File: src/rtl/sext_rx_pkg.sv
// Shared types and the extension rule for the serial sign/zero-extending receiver.
package sext_rx_pkg;

  localparam int SEXT_IN_W  = 8;
  localparam int SEXT_OUT_W = 16;

  typedef enum logic {COLLECT = 1'b0, STALL = 1'b1} rx_state_t;

  // Keep bits[n-1:0]; fill everything above with bits[n-1] when sgn, else zero.
  function automatic logic [SEXT_OUT_W-1:0] sext(input logic [SEXT_IN_W-1:0] bits,
                                                 input int n, input logic sgn);
    logic [SEXT_OUT_W-1:0] r;
    logic msb;
    msb = 1'b0;
    for (int i = 0; i < SEXT_IN_W; i++) begin
      if (i + 1 == n) msb = bits[i];
    end
    r = {SEXT_OUT_W{sgn & msb}};
    for (int i = 0; i < SEXT_IN_W; i++) begin
      if (i < n) r[i] = bits[i];
    end
    return r;
  endfunction

endpackage

File: src/rtl/sext_fill.sv
// Combinational extender: widens the assembled serial word to the output width.
module sext_fill
  import sext_rx_pkg::*;
#(
  parameter int IN_W_MAX = SEXT_IN_W,
  parameter int OUT_W    = SEXT_OUT_W,
  parameter int WW       = $clog2(IN_W_MAX + 1)
) (
  input  logic [IN_W_MAX-1:0] bits,
  input  logic [WW-1:0]       n,
  input  logic                sgn,
  output logic [OUT_W-1:0]    word
);

  assign word = sext(bits, int'(n), sgn);

endmodule

File: src/rtl/sext_serial_rx.sv
// LSB-first serial word receiver with sign/zero extension and a one-word output register.
// Handshakes: a transfer happens on a rising edge where valid && ready; valid, once high,
// holds with stable payload until that transfer; ready may change freely.
module sext_serial_rx
  import sext_rx_pkg::*;
#(
  parameter int IN_W_MAX = SEXT_IN_W,
  parameter int OUT_W    = SEXT_OUT_W
) (
  input  logic                             clk,
  input  logic                             rst,
  input  logic                             s_valid,
  output logic                             s_ready,
  input  logic                             s_bit,
  input  logic                             s_last,
  input  logic                             s_signed,
  output logic                             m_valid,
  input  logic                             m_ready,
  output logic [OUT_W-1:0]                 m_data,
  output logic [$clog2(IN_W_MAX+1)-1:0]    m_width,
  output logic                             m_ovf
);

  localparam int WW = $clog2(IN_W_MAX + 1);
  localparam int CW = $clog2(IN_W_MAX + 2);

  rx_state_t           state, state_nxt;
  logic [CW-1:0]       cnt, asm_cnt;
  logic [IN_W_MAX-1:0] sreg, asm_bits;
  logic                sgn, asm_sgn, ovf_pend, asm_ovf;
  logic [WW-1:0]       n;
  logic [OUT_W-1:0]    fill_word;
  logic                bit_xfer, out_xfer, out_free, load, capture;

  assign s_ready  = (state == COLLECT);
  assign bit_xfer = s_valid && s_ready;
  assign out_xfer = m_valid && m_ready;
  assign out_free = !m_valid || m_ready;

  // Word as it stands after this cycle's bit; in STALL no bit arrives, so it is the held word.
  always_comb begin
    asm_bits = sreg;
    asm_cnt  = cnt;
    asm_sgn  = sgn;
    asm_ovf  = ovf_pend;
    if (bit_xfer) begin
      if (cnt < CW'(IN_W_MAX)) asm_bits = sreg | (IN_W_MAX'(s_bit) << cnt);
      else                     asm_ovf  = 1'b1;
      if (cnt != CW'(IN_W_MAX + 1)) asm_cnt = cnt + CW'(1);
      if (cnt == '0) asm_sgn = s_signed;
    end
    n = (asm_cnt > CW'(IN_W_MAX)) ? WW'(IN_W_MAX) : WW'(asm_cnt);
  end

  sext_fill #(.IN_W_MAX(IN_W_MAX), .OUT_W(OUT_W), .WW(WW)) u_fill (
    .bits (asm_bits),
    .n    (n),
    .sgn  (asm_sgn),
    .word (fill_word)
  );

  always_comb begin
    state_nxt = state;
    load      = 1'b0;
    capture   = 1'b0;
    case (state)
      COLLECT: begin
        if (bit_xfer && s_last) begin
          if (out_free) begin
            load = 1'b1;
          end else begin
            capture   = 1'b1;
            state_nxt = STALL;
          end
        end else if (bit_xfer) begin
          capture = 1'b1;
        end
      end
      STALL: begin
        if (m_ready) begin
          load      = 1'b1;
          state_nxt = COLLECT;
        end
      end
      default: state_nxt = COLLECT;
    endcase
  end

  always_ff @(posedge clk or posedge rst) begin
    if (rst) state <= COLLECT;
    else     state <= state_nxt;
  end

  always_ff @(posedge clk or posedge rst) begin
    if (rst) begin
      cnt      <= '0;
      sreg     <= '0;
      sgn      <= 1'b0;
      ovf_pend <= 1'b0;
      m_valid  <= 1'b0;
      m_data   <= '0;
      m_width  <= '0;
      m_ovf    <= 1'b0;
    end else begin
      if (load) begin
        cnt      <= '0;
        sreg     <= '0;
        sgn      <= 1'b0;
        ovf_pend <= 1'b0;
      end else if (capture) begin
        cnt      <= asm_cnt;
        sreg     <= asm_bits;
        sgn      <= asm_sgn;
        ovf_pend <= asm_ovf;
      end
      if (load) begin
        m_valid <= 1'b1;
        m_data  <= fill_word;
        m_width <= n;
        m_ovf   <= asm_ovf;
      end else if (out_xfer) begin
        m_valid <= 1'b0;
      end
    end
  end

endmodule

File: config.mk
export PLATFORM = sky130hd
export DESIGN_NAME = sext_serial_rx
export DESIGN_NICKNAME = d
export VERILOG_FILES = /design/src/rtl/sext_rx_pkg.sv /design/src/rtl/sext_fill.sv /design/src/rtl/sext_serial_rx.sv
export SDC_FILE = /design/constraint.sdc
export NUM_CORES = 1
export LEC_CHECK = 0
export BUFFER_PORTS_ARGS = -buffer_cell sky130_fd_sc_hd__buf_2
export CAP_MARGIN = 20
export CORE_MARGIN = 10
export CORE_UTILIZATION = 32
export CTS_CLUSTER_SIZE = 40
export DETAILED_ROUTE_END_ITERATION = 12
export GPL_TIMING_DRIVEN = 0
export PLACE_DENSITY_LB_ADDON = 0.1
export RECOVER_POWER = 25
export SLEW_MARGIN = 20
export SYNTH_ARGS = -nofsm -noshare
export SYNTH_HDL_FRONTEND = slang
export SYNTH_SLANG_ARGS = --single-unit
File: constraint.sdc
create_clock -name clk -period 2.2 [get_ports clk]
set_clock_uncertainty 0.2 [all_clocks]
set_input_delay 0.44 -clock clk [delete_from_list [all_inputs] [get_ports clk]]
set_output_delay 0.44 -clock clk [all_outputs]
set_load 0.005 [all_outputs]
* Word-level counts from Yosys, hierarchy flattened
Index checks and enable logic that the tools add are counted.
Word-level totals: bits in registers 30, bits of input ports 7, output and inout bits 23, word-level logic and storage cells 87
Cells by class: add/sub/neg operators 1, $lt $le $gt $ge 10, equality and inequality tests 9, shifts and indexed selects 1, muxes and demuxes 46, bitwise gates (word level) 3, reduce and logical (&&, ||, !) cells 8
Operators with widths (number):
- 1-bit two-way mux | 35
- 8-bit two-way mux | 4
- 4-bit equality test (first input constant) | 5
- 4-bit two-way mux | 5
- 3-bit by 4-bit less-than comparator with 1-bit output (first input constant) | 4
- 3-bit by 4-bit equality test with 1-bit output (first input constant) | 2
- 1-bit by 4-bit less-than comparator with 1-bit output (first input constant) | 2
- 2-bit by 4-bit less-than comparator with 1-bit output (first input constant) | 2
- 8-bit OR | 1
- 1-bit by 4-bit << shifter with 8-bit output | 1
- 4-bit by 1-bit adder with 4-bit output (second input constant) | 1
- 2-bit by 4-bit equality test with 1-bit output (first input constant) | 1
- 4-bit greater-than comparator (second input constant) | 1
- 4-bit logical NOT | 1
- 4-bit less-than comparator (second input constant) | 1
- 4-bit != test (second input constant) | 1
- 1-bit case mux with 2 select lines | 2
- 2-bit nonzero test | 2
- 1-bit logical AND | 3
- 1-bit AND | 1
- 1-bit logical NOT | 1
- 1-bit logical OR | 1
- 1-bit NOT | 1

* Longest topological paths before layout
depth after elaboration 16, mapped depth 10, depth with buffers taken out 9

* Modules after synthesis
From an unflattened synthesis, not the netlist that was laid out.
Second synthesis, totals: cell total of the unflattened synthesis 209, area total of the unflattened synthesis 2034.5 um^2
By module, submodules not included:
- sext_serial_rx | instances 1, cells each 161, area each 1670.4 um^2, seq. area each 925.9 um^2
- sext_fill | instances 1, cells each 48, area each 364.1 um^2, seq. area each 0.0 um^2

* Least setup slack after synthesis
Ideal clock, no wire load.
path type register to register, start point register cnt[1], end point register m_data[3], setup time 0.092 ns, data arrival time 2.146 ns, data required time 1.908 ns, path slack -0.238 ns, cell stages (with the launch flop) 11, cells stage by stage dfrtp_1 -> buf_4 -> inv_2 -> ha_1 -> nand3b_4 -> and3_4 -> a22oi_1 -> nor2_1 -> nor4_4 -> nand3b_2 -> o31ai_2
Between the ends: word-level cells in the longest chain between the ends 16, elaborated cells on any way between the ends 33, classes of those cells 1 x add/sub; 3 x order compare; 9 x eq/ne; 1 x shift; 16 x mux; 2 x bitwise; 1 x reduce/logical
RTL lines:
- from (decl) | line sext_serial_rx.sv:28 | logic [CW-1:0] cnt, asm_cnt;
- from (signal assigned) | line sext_serial_rx.sv:111 | cnt <= asm_cnt;
- 4-bit by 1-bit adder with 4-bit output / 4-bit != test (equally long branches) | line sext_serial_rx.sv:49 | if (cnt != CW'(IN_W_MAX + 1)) asm_cnt = cnt + CW'(1);
- 4-bit two-way mux | line sext_serial_rx.sv:49
- 4-bit two-way mux | line sext_serial_rx.sv:46 | if (bit_xfer) begin
- 4-bit greater-than comparator | line sext_serial_rx.sv:52 | n = (asm_cnt > CW'(IN_W_MAX)) ? WW'(IN_W_MAX) : WW'(asm_cnt);
- 4-bit two-way mux | line sext_serial_rx.sv:52
- 2-bit by 4-bit equality test with 1-bit output | line sext_rx_pkg.sv:16 | if (i + 1 == n) msb = bits[i];
- 1-bit two-way mux (8 in series) | line sext_rx_pkg.sv:16
- 1-bit AND | line sext_rx_pkg.sv:18 | r = {SEXT_OUT_W{sgn & msb}};
- 1-bit two-way mux * | line sext_rx_pkg.sv:20 | if (i < n) r[i] = bits[i];
- to (signal assigned) | line sext_serial_rx.sv:118 | m_data <= fill_word;
- to (decl) | line sext_serial_rx.sv:19 | output logic [OUT_W-1:0] m_data,
Mark *: on every way between the ends. The rest lies on a longest branch, timed or not. A chain may end at the register's enable or synchronous reset.

* Final worst setup path
start point register cnt[1], end point register m_data[5]
The elaborated chain is that of the path after synthesis.

==> results.cfg <==
[run_status]
status = finished, violations left
violations = negative setup slack

[placed_design]
hpwl_um = 3670
gp_congestion = 0.767
place_area_sq_um = 2080
port_buffers = 29

[power_and_ir_drop]
intPower_mw = 1.65
power.density_nw_per_um2 = 1130
power.leakage_nw = 1.13
vdd_drop_max_mv = 0.422
swShare_pct = 39.0
combPwrFrac_pct = 53.0
p_total_mw = 2.71
clkPwrFrac_pct = 17.1
p_switching_mw = 1.06
seq_power_share_pct = 30.0

[drt]
viasPerCell = 5.01
wl_per_cell_um = 17.0
route.detailed.drc = 0
route.vias.total = 1529
ant_nets = 0
drt_first_iter_violations = 48
dr.pass1.iters = 4
routed_wl_um = 5180

[synthesis]
synth.avg_cell_area_sq_um = 9.61
ys_async_sr_fraction_pct = 100
yosys.area_share.simple_pct = 21.8
synth_edf_count = 0
synthCells = 187
yosys_warnings = 0
synth_fa_ha_area_share_pct = 2.09
syn-cell-area_sq_um = 1800
synthFlopType = dfrtp_1
synth_cell_types = 59
synth_nets = 197
synth_top_family_by_area = simple AND/OR/NAND/NOR gates
synthXorXnorAreaFrac_pct = 3.27
muxShareOfSynthArea_pct = 3.34
ys_seq_area_share_pct = 41.8
synth-compound-area-share_pct = 20.7
synth-seq-cells = 30

[run]
maxCapViolations = 0

[worst_setup_path]
startpoint_type = register
critPathKind = reg2reg
crit_start = cnt[1]$_DFFE_PP0P_
crit_fanout = 7
worstReg2RegStart = cnt[1]$_DFFE_PP0P_
crit_required_ps = 2190
endpoint_kind = register
cp_data_arrival_time_ps = 2510

[sta]
slew_viol_final = 0
fin_crit_ps = 2520
setup_tns_ps = -2150
hold_viol_final = 0
setup_ws_ps = -315
timing.slew.headroom_pct = 23.0
finalCritPeriodShare_pct = 114
max_freq_ghz = 0.398
setup_viol = 8
rsz0062_at_grt = yes
whs_ps = 164
worst_slew_pin_slew_ps = 1150

[floorplan]
core-area_sq_um = 5470
die_area_sq_um = 9020
io_pins = 30
num_rows = 27
die_h_um = 95.0
initial_core_util_pct = 32.9
dieWidth_um = 95.0

[clock_network]
cts_hold_buf = 0
clk_pin_slew_worst_paths_ps = 60
cts.sinks = 30
clockBufferDepth = 2
cts_tree = built
htreeDepth = 2
clock_latency_ps = 290
cts_root_buf = clkbuf_8
cts_buffers = 5

[global_route]
grt_max_degree = 31
grt_pass1_vias = 1565
grt_pass1_wl_um = 8380
grt_antenna_before_repair = 0
gr-total-overflow = 0
grt_usage_pct = 12.1

[final_layout]
nFillCells = 544
n_antenna_cell = 0
final_cell_area_sq_um = 2400
fin_util_pct = 43.9
area_delta_synth_final_pct = 33.7
drive_above_1_share_pct = 39.9
nNetsFinal = 242

[min_path]
hold_start = m_ready
min_path_type = in2reg
==> cells by family (layout without fill, tap and decap cells) <==
| kind of cell | Yosys count | in the layout |
|---|---|---|
| AO/OA/AOI/OAI | 54 | 54 |
| flip-flops | 30 | 30 |
| AND/OR/NAND/NOR | 67 | 67 |
| multiplexers | 6 | 6 |
| buffers and inverters | 22 | 68 |
| XOR/XNOR | 5 | 5 |
| adder cells (fa/ha/maj) | 3 | 3 |
==> state kept, by name, indices dropped and copies added (netlist names) <==
register and cells:
m_ovf 1, ovf_pend 1, m_valid 1, sreg 8, cnt 4, m_width 4
m_data 9, state 1, sgn 1
==> critical path: stages (launching register included) <==
cell	delay, ps
dfrtp_1	370
buf_6	150
inv_8	40
buf_12	120
ha_4	270
and3_4	230
a21oi_4	50
o211a_1	230
nor4_4	370
nand3b_4	190
o31ai_4	210
==> repair_timing <==
action / in CTS / in global routing
buffers inserted: 7 / 3
endpoints found under the setup margin: 10 / 26
pin swaps: 9 / 3
gates resized for setup: 15 / 12
==> Yosys cell counts (3+ instances only) <==
master / n / area (sq um)
a31oi_1: 4 / 25.0
nor3_1: 5 / 25.0
ha_1: 3 / 37.5
clkbuf_1: 4 / 15.0
buf_4: 9 / 67.6
o31ai_1: 4 / 30.0
o21ai_1: 4 / 20.0
o21ai_0: 4 / 20.0
inv_1: 4 / 15.0
a21oi_1: 14 / 70.1
a21o_1: 3 / 22.5
nand2_1: 19 / 71.3
a211oi_1: 3 / 22.5
dfrtp_1: 30 / 751
nor2_1: 19 / 71.3
mux2i_1: 6 / 60.1
==> path summary, 6_finish.rpt <==
| check | to | slack (ps) | cells after the start |
|---|---|---|---|
| worst max-delay path | m_data[5]$_DFFE_PP0P_ | -320 | 10 |
| worst min-delay path | state$_DFF_PP0_ | 160 | 2 |
| worst min register to register | m_data[0]$_DFFE_PP0P_ | 270 | 1 |
| worst max register to register | m_data[5]$_DFFE_PP0P_ | -320 | 10 |
| max in group asynchronous | cnt[0]$_DFFE_PP0P_ | 780 | 2 |
| min in group asynchronous | m_data[6]$_DFFE_PP0P_ | 250 | 2 |
==> cell usage in the layout, fill, tap and decap left out, types with 2 or more instances in the layout <==
cell      netlist  routed
o22ai_1         2       2
nor2_1         19      19
buf_6           1       3
xnor2_4         0       3
o21ai_1         4       4
a211oi_1        3       3
nand4_1         2       2
a31oi_1         4       4
nand2b_1        2       2
o31ai_1         4       4
dfrtp_1        30      29
a21oi_1        14      14
nor3_4          0       2
o21ai_0         4       4
and2_1          2       2
mux2i_1         6       6
nor2b_4         1       2
inv_1           4       3
nand3_1         2       2
o31ai_4         0       2
nor3_1          5       4
buf_4           9      15
a21o_1          3       2
clkbuf_2        0       4
nand3b_4        1       2
ha_4            0       3
buf_2           2      31
clkbuf_8        0       6
clkbuf_1        4       2
nand2_1        19      19
==> power groups by stage <==
stage | clock (mW) | combinational (mW) | sequential (mW)
CTS | 0.479 | 1.36 | 0.811
detailed placement | 0 | 1.20 | 0.818
global route | 0.509 | 1.56 | 0.831
finish | 0.462 | 1.43 | 0.812
global placement | 0 | 1.20 | 0.814
floorplan | 0 | 0.819 | 0.811
==> per-stage QoR <==
| step | instances | setup slack [ps] |
|---|---|---|
| after global routing | 305 | -422 |
| final | 305 | -315 |
| after detailed placement | 288 | -377 |
| after floorplan | 187 | -51.0 |
| after CTS | 303 | -315 |
| after global placement | 288 | -404 |
==> area by class of cell <==
cell class / count / area [sq um] / area share, %
multi-input cells: 135 / 1100 / 45.7
clock buffers: 7 / 86.3 / 3.59
inverters: 5 / 26.3 / 1.09
repair buffers: 38 / 229 / 9.53
clock inverters: 1 / 5.00 / 0.208
well taps: 72 / 90.1 / 3.75
plain buffers: 17 / 116 / 4.84
flip-flops and latches: 30 / 752 / 31.3
==> routing by layer <==
| layer | vias up | track usage, % | routed length, um |
|---|---|---|---|
| met5 | - | 0 | 0 |
| met1 | 745 | 15.6 | 2450 |
| met3 | 7 | 2.93 | 137 |
| met2 | 21 | 18.8 | 2520 |
| met4 | 0 | 4.86 | 82 |
| li1 | 756 | - | - |
(Power assumes the default switching activity.)
